==> src/rtl/jp_responder.sv <==
// jp_responder: device end of the NES joypad serial protocol.
// Latch parallel-loads the staged buttons, jp_clk shifts them out active-low.
module jp_responder #(
    parameter int SYNC_STAGES  = 2,
    parameter int IDLE_TIMEOUT = 50000
) (
    input  logic       clk_in,
    input  logic       rst_in,
    input  logic [7:0] btn_in,
    input  logic       btn_wr_in,
    input  logic       jp_latch_in,
    input  logic       jp_clk_in,
    output logic       jp_data_out,
    output logic       busy_out,
    output logic [7:0] latch_cnt_out
);
    typedef enum logic [1:0] {
        IDLE,
        LOAD,
        SHIFT
    } state_t;

    localparam logic [15:0] TMO_LD = 16'(IDLE_TIMEOUT - 1);

    state_t state, state_n;

    logic [SYNC_STAGES-1:0] lat_sync, clk_sync;
    logic lat_s, clk_s;
    logic lat_q, clk_q;
    logic lat_fall_q, clk_rise_q;

    logic [7:0]  btn_stage;
    logic [7:0]  sreg, sreg_n;
    logic [3:0]  bit_cnt, cnt_n;
    logic [15:0] tmr, tmr_n;
    logic [7:0]  lcnt_n;
    logic        data_n;

    assign lat_s    = lat_sync[SYNC_STAGES-1];
    assign clk_s    = clk_sync[SYNC_STAGES-1];
    assign busy_out = (state != IDLE);

    // Edge pulses are registered so every master event costs the same latency.
    always_ff @(posedge clk_in) begin
        if (rst_in) begin
            lat_sync   <= '0;
            clk_sync   <= '0;
            lat_q      <= 1'b0;
            clk_q      <= 1'b0;
            lat_fall_q <= 1'b0;
            clk_rise_q <= 1'b0;
        end else begin
            lat_sync   <= {lat_sync[SYNC_STAGES-2:0], jp_latch_in};
            clk_sync   <= {clk_sync[SYNC_STAGES-2:0], jp_clk_in};
            lat_q      <= lat_s;
            clk_q      <= clk_s;
            lat_fall_q <= lat_q & ~lat_s;
            clk_rise_q <= ~clk_q & clk_s;
        end
    end

    always_ff @(posedge clk_in) begin
        if (rst_in) begin
            btn_stage <= '0;
        end else if (btn_wr_in) begin
            btn_stage <= btn_in;
        end
    end

    always_comb begin
        state_n = state;
        sreg_n  = sreg;
        cnt_n   = bit_cnt;
        tmr_n   = tmr;
        lcnt_n  = latch_cnt_out;
        unique case (state)
            IDLE: begin
                if (lat_q) begin
                    state_n = LOAD;
                    sreg_n  = btn_stage;
                    cnt_n   = '0;
                end
            end
            LOAD: begin
                sreg_n = btn_stage;
                cnt_n  = '0;
                if (lat_fall_q) begin
                    state_n = SHIFT;
                    lcnt_n  = latch_cnt_out + 8'd1;
                    tmr_n   = TMO_LD;
                end
            end
            SHIFT: begin
                if (lat_q) begin
                    state_n = LOAD;
                    sreg_n  = btn_stage;
                    cnt_n   = '0;
                end else if (clk_rise_q) begin
                    tmr_n = TMO_LD;
                    if (!bit_cnt[3]) begin
                        sreg_n = {1'b0, sreg[7:1]};
                        cnt_n  = bit_cnt + 4'd1;
                    end
                end else if (tmr == 16'd0) begin
                    state_n = IDLE;
                end else begin
                    tmr_n = tmr - 16'd1;
                end
            end
            default: state_n = IDLE;
        endcase
    end

    // Line tracks the staging register during LOAD; pads read 1s past bit 8.
    always_comb begin
        data_n = 1'b1;
        unique case (1'b1)
            (state == LOAD):  data_n = ~btn_stage[0];
            (state == SHIFT): data_n = bit_cnt[3] ? 1'b0 : ~sreg[0];
            default:          data_n = 1'b1;
        endcase
    end

    always_ff @(posedge clk_in) begin
        if (rst_in) begin
            state         <= IDLE;
            sreg          <= '0;
            bit_cnt       <= '0;
            tmr           <= '0;
            latch_cnt_out <= '0;
            jp_data_out   <= 1'b1;
        end else begin
            state         <= state_n;
            sreg          <= sreg_n;
            bit_cnt       <= cnt_n;
            tmr           <= tmr_n;
            latch_cnt_out <= lcnt_n;
            jp_data_out   <= data_n;
        end
    end
endmodule
==> config.mk <==
export PLATFORM = sky130hd
export DESIGN_NAME = jp_responder
export DESIGN_NICKNAME = d
export VERILOG_FILES = /design/src/rtl/jp_responder.sv
export SDC_FILE = /design/constraint.sdc
export NUM_CORES = 1
export LEC_CHECK = 0
export BUFFER_PORTS_ARGS = -buffer_cell sky130_fd_sc_hd__buf_4
export CORE_ASPECT_RATIO = 0.6
export CORE_UTILIZATION = 53
export DETAILED_ROUTE_END_ITERATION = 8
export PLACE_DENSITY = 0.75
export SLEW_MARGIN = 20
export SYNTH_ARGS = -nofsm -noshare
export SYNTH_HDL_FRONTEND = slang
export SYNTH_SLANG_ARGS = --single-unit
==> constraint.sdc <==
create_clock -name clk_in -period 2.05 [get_ports clk_in]
set_input_delay 0.41 -clock clk_in [delete_from_list [all_inputs] [get_ports clk_in]]
set_output_delay 0.41 -clock clk_in [all_outputs]
set_load 0.005 [all_outputs]
* Yosys cells after proc, flatten, opt, wreduce, memory -nomap -nowiden
Cells that the tools add are included.
W data, S select, Z words.
** Word-level totals
- Register bits :: 55
- Bits of input ports :: 13
- Output and inout port bits :: 10
** Operators by class
- Add/subtract/negate cells :: 3
- Equality and inequality tests :: 10
- Multiplexer cells :: 23
- Bitwise gates (word level) :: 6
- Reduce and logical (&&, ||, !) cells :: 10
** Operators with widths (number)
- $mux W16 :: 4
- $mux W8 :: 4
- $pmux W16 S2 :: 1
- $pmux W8 S3 :: 1
- $logic_not A16 Y1 :: 1
- $mux W4 :: 4
- $sub A16 B1 Y16 const B :: 1
- $ne A3 B3 Y1 const B :: 5
- $pmux W4 S3 :: 1
- $reduce_and A4 Y1 :: 3
- $mux W2 :: 5
- $add A8 B1 Y8 const B :: 1
- $ne A2 B2 Y1 const B :: 3
- $pmux W2 S3 :: 1
- $add A4 B1 Y4 const B :: 1
- $not A1 Y1 :: 4
- $reduce_bool A2 Y1 :: 2
- $reduce_and A3 Y1 :: 1
- $reduce_bool A3 Y1 :: 1
- $and A1 B1 Y1 :: 2
- $eq A2 B1 Y1 const B :: 1
- $eq A2 B2 Y1 const B :: 1
- $logic_not A2 Y1 :: 1
- $pmux W1 S2 :: 1
- other kinds (2) :: 2

* Logic depth before layout (Yosys ltp)
Gate-level depths: netlist of run 1.
- Word-level depth :: 5
- Mapped depth :: 9

* Worst setup path after synthesis of run 1
Ideal clock, no wire load.
- Path type :: register -> register
- From :: register tmr[0]
- To :: register state[1]
- Library setup time :: 0.128 ns
- Data arrival time :: 1.918 ns
- Path slack :: 0.004 ns
- Cell stages (with the launch flop) :: 8
- Path buffers :: 0
- Clock period less this slack :: 2.046 ns
- Cell sequence :: dfxtp_1 > inv_1 > ha_1 > or3b_1 > or4_4 > o21ai_2 > mux2i_1 > nor2_1
** On the way
- Cells in the longest elaborated chain, start to end :: 3
** Ends and longest elaborated chain
- start: declaration :: RTL line 35 : logic [15:0] tmr, tmr_n;
- start signal: assignment :: RTL line 136 : tmr <= tmr_n;
- $logic_not A16 Y1 :: RTL line 104 : end else if (tmr == 16'd0) begin
- $ne A3 B3 Y1 (no line)
- $reduce_and A4 Y1 (no line)
- end signal: assignment :: RTL line 133 : state <= state_n;
- end: declaration :: RTL line 25 : state_t state, state_n;
Every way passes these cells.
A chain may end at the register's enable or synchronous reset.

* Final worst setup path of run 1
- From :: register tmr[7]
- To :: register state[1]
Same word-level chain as after synthesis.

==> results.py, run 1 <==
metrics = {
    "global_routing": {
        "antenna_found_initial": 0,
        "grt_pass1_wl_um": 8550,
        "grt-ovfl-total": 0,
        "track_usage_pct": 21.2,
        "grt_max_degree": 55,
        "first_global_vias": 1816,
    },
    "critical_path": {
        "crit_required_ns": 2.24,
        "critical_path_class": "reg2reg",
        "end_kind": "flip-flop",
        "crit_fanout": 3,
        "arrival_ns": 2.19,
        "rr_startpoint": "tmr[7]",
        "crit_start": "tmr[7]",
        "start_kind": "flip-flop",
    },
    "outcome": {
        "status": "complete, no violations",
    },
    "place": {
        "io_buffer_count": 22,
        "place.gp.congestion": 0.945,
        "place_inst": 364,
        "dp_slack_ns": -0.0167,
        "dp_hpwl_um": 3600,
    },
    "synth": {
        "synth.cell_area_um2": 2520,
        "synth_area_leader_cell": "dfxtp_1",
        "synth_nets": 297,
        "synthArstFlopShare_pct": 0,
        "synthTopCellsByArea": "dfxtp_1 44%, mux2i_1 6.7%, nor2_1 5.7%, ha_1 3.5%, a21oi_1 3.4%",
        "synth_cell_type_count": 48,
        "yosysTopAreaCellShare_pct": 43.7,
        "seq_area_frac_synth_pct": 43.7,
        "ys_ff_latch": 55,
        "synth_warnings": 0,
        "synthCells": 277,
        "synth_edf_count": 0,
        "synth_ff_type": "dfxtp_1",
        "syn_area_per_cell_um2": 9.10,
    },
    "floorplanning": {
        "fp.dieW_um": 91.0,
        "start_util_pct": 55.2,
        "design.core.area_um2": 4560,
        "die_y_um": 55.4,
        "core.rowCount": 19,
        "io_pins": 23,
        "dieArea_um2": 5050,
    },
    "run": {
        "maxCapViolCount": 0,
    },
    "power": {
        "p_leak_nw": 1.15,
        "seq_power_share_pct": 55.4,
        "switching_share_pct": 26.9,
        "clock_power_share_pct": 29.0,
        "p_int_mw": 1.50,
        "ir_worst_vdd_uv": 424,
        "p_switching_uw": 550,
        "power-per-cell-area_nw_per_um2": 686,
        "pwr-share-comb_pct": 15.6,
    },
    "finish": {
        "drive_above_1_share_pct": 21.9,
        "fill_cells": 400,
        "fin_cells": 373,
        "final_common_cell": "dfxtp_1",
        "ff_latch_area_um2": 1100,
        "syn2layout_area_growth_pct": 18.3,
        "nets": 329,
        "multiInputGateArea_um2": 1380,
        "final_cell_mix": "54 x dfxtp_1, 40 x buf_4, 38 x nor2_1",
        "num_antenna_cells": 0,
    },
    "timing": {
        "fin_skew_ns": 0.00856,
        "fmaxAchievable_ghz": 0.500,
        "slew_viol_final": 0,
        "worstMarginPinSlew_ns": 0.587,
        "fin_hold_ws_ns": 0.304,
        "finalSetupViolations": 0,
        "period_share_pct": 97.5,
        "setup_tns_ns": 0,
        "layout_min_cycle_time_ns": 2.00,
        "setup_ws_ns": 0.0505,
        "hold_viol_final": 0,
        "max_slew_margin_pct": 60.9,
        "rsz0062_at_grt": "yes",
    },
    "hold_path": {
        "min-delay-start": "jp_latch_in",
        "hold_path_class": "in2reg",
    },
    "route": {
        "drt_wl_total_um": 5170,
        "viasPerCell": 5.54,
        "drt_pre_antenna_iters": 4,
        "drtIter0Drc": 174,
        "post_drt_wl_per_cell_um": 13.9,
        "postRouteAntennaNets": 0,
        "dr_total_vias": 2068,
        "drc": 0,
    },
    "clocking": {
        "holdBufCountCts": 0,
        "cts_tree": "built",
        "clock_latency_ns": 0.31,
        "numCtsBuffers": 5,
        "cts-root-buf": "clkbuf_8",
        "cts.htree.levels": 2,
        "cts_sinks": 55,
        "clock_path_buffers": 2,
        "clkSlewWorstSetupHoldPaths_ns": 0.10,
    },
}
-- registers in the layout, indices dropped and copies added (netlist names) --
signal / cells
tmr: 16
sreg: 8
clk_rise_q: 1
jp_data_out: 1
latch_cnt_out: 8
btn_stage: 8
clk_q: 1
bit_cnt: 4
state: 2
lat_fall_q: 1
lat_q: 1
clk_sync: 2
lat_sync: 2
-- synthesized netlist by cell type (all sizes together), types with 7 or more instances --
master and count:
nor2b 12, nor2 38, o21ai 9, a21oi 17, ha 7, nor3 11, mux2i 17, a211oi 8
dfxtp 55, a311oi 11, clkbuf 11, nand2b 10, nand2 11
-- layout make-up --
| cell class | count | share of cell area (%) |
|---|---|---|
| Clock inverter | 3 | 0.671 |
| Timing Repair Buffer | 41 | 10.4 |
| Multi-Input combinational cell | 200 | 46.2 |
| Sequential cell | 55 | 37.0 |
| Clock buffer | 5 | 2.31 |
| Inverter | 6 | 0.755 |
| Tap cell | 63 | 2.64 |
-- critical path, stage by stage, from the launching register on --
cell,delay (ns)
dfxtp_1,0.33
or4_4,0.58
or4_4,0.56
o21ai_4,0.17
mux2i_1,0.19
nor2_1,0.05
-- routing by layer --
layer / global-route usage, % / share of wire (%) / vias to the layer above
met1: 33.4 / 56 / 953
li1: - / - / 1060
met4: 6.80 / 0.37 / 0
met2: 26.3 / 38 / 53
met3: 7.16 / 6.2 / 2
met5: 0 / 0 / -
-- cells by family after synthesis --
logic type                 after synthesis  synth area share, %
AOI/OAI and AO/OA                       61                 17.2
DFF                                     55                 43.7
muxes                                   17                 6.75
buffers and inverters                   22                 3.97
and+or+nand+nor                        109                 22.8
adders and majority gates                7                 3.47
xor gates and xnor gates                 6                 2.08
-- final timing paths --
check           endpoint  slack, ns  cells past startpoint
min          lat_sync[0]       0.30                      2
min reg2reg   clk_rise_q       0.39                      1
max reg2reg     state[1]       0.05                      5
max             state[1]       0.05                      5
-- stage by stage --
stage / cell area [µm²] / power (mW) / util [%]
floorplan: 2520 / 1.35 / -
detailed placement: 2820 / 1.44 / 61.8
global route: 2980 / 2.15 / 65.4
finish: 2980 / 2.05 / 65.4
CTS: 2910 / 2.03 / 63.8
global placement: 2820 / 1.44 / 61.8
-- power by group through the flow --
stage,clock network (mW),registers (mW),logic (mW)
after floorplan,0,1.15,0.204
after global placement,0,1.16,0.282
after detailed placement,0,1.16,0.284
after CTS,0.614,1.13,0.285
after global routing,0.660,1.14,0.350
final,0.593,1.13,0.320
-- what timing repair did --
action / CTS / global route
pin swaps: 1 / 3
buffers inserted: 0 / 1
gates resized for setup: 0 / 15
setup endpoints to repair: 1 / 16
Power figures use the tool's default switching activity.
==> run 2: changes to the inputs <==
CORE_UTILIZATION = 25   (was 53)
PLACE_DENSITY = default   (was 0.75)
==> results.py, run 2 (synthesized netlist as in run 1, its figures left out) <==
metrics = {
    "clocking": {
        "cts-root-buf": "clkbuf_16",
        "cts_tree": "built",
        "numCtsBuffers": 5,
        "holdBufCountCts": 0,
        "cts.htree.levels": 2,
        "clkSlewWorstSetupHoldPaths_ns": 0.06,
        "cts_sinks": 55,
        "clock_path_buffers": 2,
        "clock_latency_ns": 0.30,
    },
    "power": {
        "power-per-cell-area_nw_per_um2": 762,
        "p_leak_nw": 1.21,
        "power_mw": 2.41,
        "ir_worst_vdd_uv": 307,
    },
    "timing": {
        "fmaxAchievable_ghz": 0.501,
        "layout_min_cycle_time_ns": 2.00,
        "setup_ws_ns": 0.0538,
        "hold_viol_final": 0,
        "fin_hold_ws_ns": 0.321,
        "period_share_pct": 97.4,
        "worstMarginPinSlew_ns": 0.500,
        "slew_viol_final": 0,
        "max_slew_margin_pct": 66.4,
        "setup_tns_ns": 0,
        "rsz0062_at_grt": "yes",
        "fin_skew_ns": 0.00337,
        "finalSetupViolations": 0,
    },
    "floorplanning": {
        "fp.dieW_um": 132,
        "dieArea_um2": 10500,
        "start_util_pct": 26.6,
        "die_y_um": 79.8,
        "io_pins": 23,
        "design.core.area_um2": 9490,
        "core.rowCount": 27,
    },
    "critical_path": {
        "critical_path_class": "reg2reg",
        "regToRegSetupSlack_ns": 0.05,
        "critPathMostFrequentCell": "or4_4",
        "crit_slowest_cell": "or4_4",
        "path_depth": 5,
        "crit_required_ns": 2.22,
        "rr_startpoint": "tmr[7]",
        "crit_fanout": 3,
        "timing.rr.end": "state[1]",
        "start_kind": "flip-flop",
        "arrival_ns": 2.17,
        "max_stage_delay_ns": 0.58,
        "cpLargestDelayFamily": "simple AND/OR/NAND/NOR gates",
        "path_cells": "or4_4 -> or4_4 -> o21ai_4 -> mux2i_1 -> nor2_1",
        "end_kind": "flip-flop",
        "cp_num_buf_inv": 0,
        "reg2regPathDepth": 5,
    },
    "outcome": {
        "status": "complete, no violations",
    },
    "finish": {
        "final_common_cell": "dfxtp_1",
        "largest_reg_flops": 16,
        "ff_latch_area_um2": 1100,
        "final_cell_mix": "55 x dfxtp_1, 46 x buf_4, 37 x nor2_1",
        "syn2layout_area_growth_pct": 25.6,
        "fill_cells": 978,
        "nets": 335,
        "top_register": "tmr",
        "num_antenna_cells": 0,
        "multiInputGateArea_um2": 1370,
        "design_area_um2": 3170,
        "drive_above_1_share_pct": 21.6,
    },
    "place": {
        "dp_slack_ns": -0.00383,
        "dpl_cell_area_um2": 2950,
        "place.gp.congestion": 0.778,
        "io_buffer_count": 22,
        "dp_hpwl_um": 4130,
    },
    "global_routing": {
        "antenna_found_initial": 0,
        "first_global_vias": 1899,
        "grt_pass1_wl_um": 9420,
        "grt_max_degree": 42,
        "grt-ovfl-total": 0,
        "track_usage_pct": 11.3,
    },
    "run": {
        "maxCapViolCount": 0,
    },
    "route": {
        "dr_total_vias": 2176,
        "post_drt_wl_per_cell_um": 12.9,
        "drt_wl_total_um": 5730,
        "drc": 0,
        "postRouteAntennaNets": 0,
        "viasPerCell": 4.89,
        "drtIter0Drc": 177,
        "drt_pre_antenna_iters": 5,
    },
    "hold_path": {
        "worstHoldEndpoint": "clk_sync[0]",
        "holdPathStages": 2,
        "min-delay-start": "jp_clk_in",
        "hold_path_class": "in2reg",
    },
}
run 2: changes by cell type in the layout (fill, tap and decap cells not counted), sizes merged:
cell | before | now
clkbuf | 5 | 6
clkinvlp | 2 | 0
bufinv | 0 | 1
clkinv | 1 | 0
buf | 41 | 47
run 2: metrics by stage:
stage                     utilization [%]  instances
final                                33.4        445
after CTS                            32.8        444
after floorplan                         -        277
after detailed placement             31.1        437
after global routing                 33.4        445
after global placement               31.1        437
run 2: layer usage:
layer  share of wire (%)  GRT usage (%)  up-vias
li1                    -              -     1073
met1                  55           17.2     1032
met2                  37           14.5       63
met3                 6.1           3.30        8
met4                 1.2           3.84        0
met5                   0              0        -
run 2: report_power, final:
| part | switching (mW) | internal (mW) |
|---|---|---|
| Sequential | 0.0257 | 1.11 |
| Clock | 0.367 | 0.570 |
| Combinational | 0.177 | 0.166 |
| Total | 0.570 | 1.84 |
run 2: worst max path at each step:
stage / slack, ns / from / endpoint
finish: 0.05 / tmr[7] / state[1]
global route: -0.01 / state[1] / tmr[10]
CTS: 0.02 / state[0] / tmr[10]
detailed placement: -0.004 / tmr[0] / state[1]
global placement: 0.06 / tmr[0] / state[1]
floorplan: 0.004 / tmr[0] / state[1]
run 2: final cells by class:
class,count,area share [%]
clock buffer,6,4.07
clock inverter,1,0.948
inverter,6,0.711
multi-input combinational,200,43.1
sequential,55,34.8
tap,130,5.14
timing repair buffer,47,11.3
run 2: worst register-to-register path, delay by kind of cell, from the launching register on:
| kind | cells | cell delay [ns] |
|---|---|---|
| flip-flops | 1 | 0.31 |
| AO/OA/AOI/OAI | 1 | 0.17 |
| AND/OR/NAND/NOR | 3 | 1.19 |
| multiplexers | 1 | 0.20 |
run 2: repair_timing:
| item | 4_1_cts | 5_1_grt |
|---|---|---|
| pin swaps | 0 | 2 |
| resized for setup | 1 | 10 |
| endpoints found under the setup margin | 1 | 14 |
| hold endpoints to repair | 0 | 0 |
| buffers inserted | 0 | 1 |
| gates cloned | 0 | 0 |
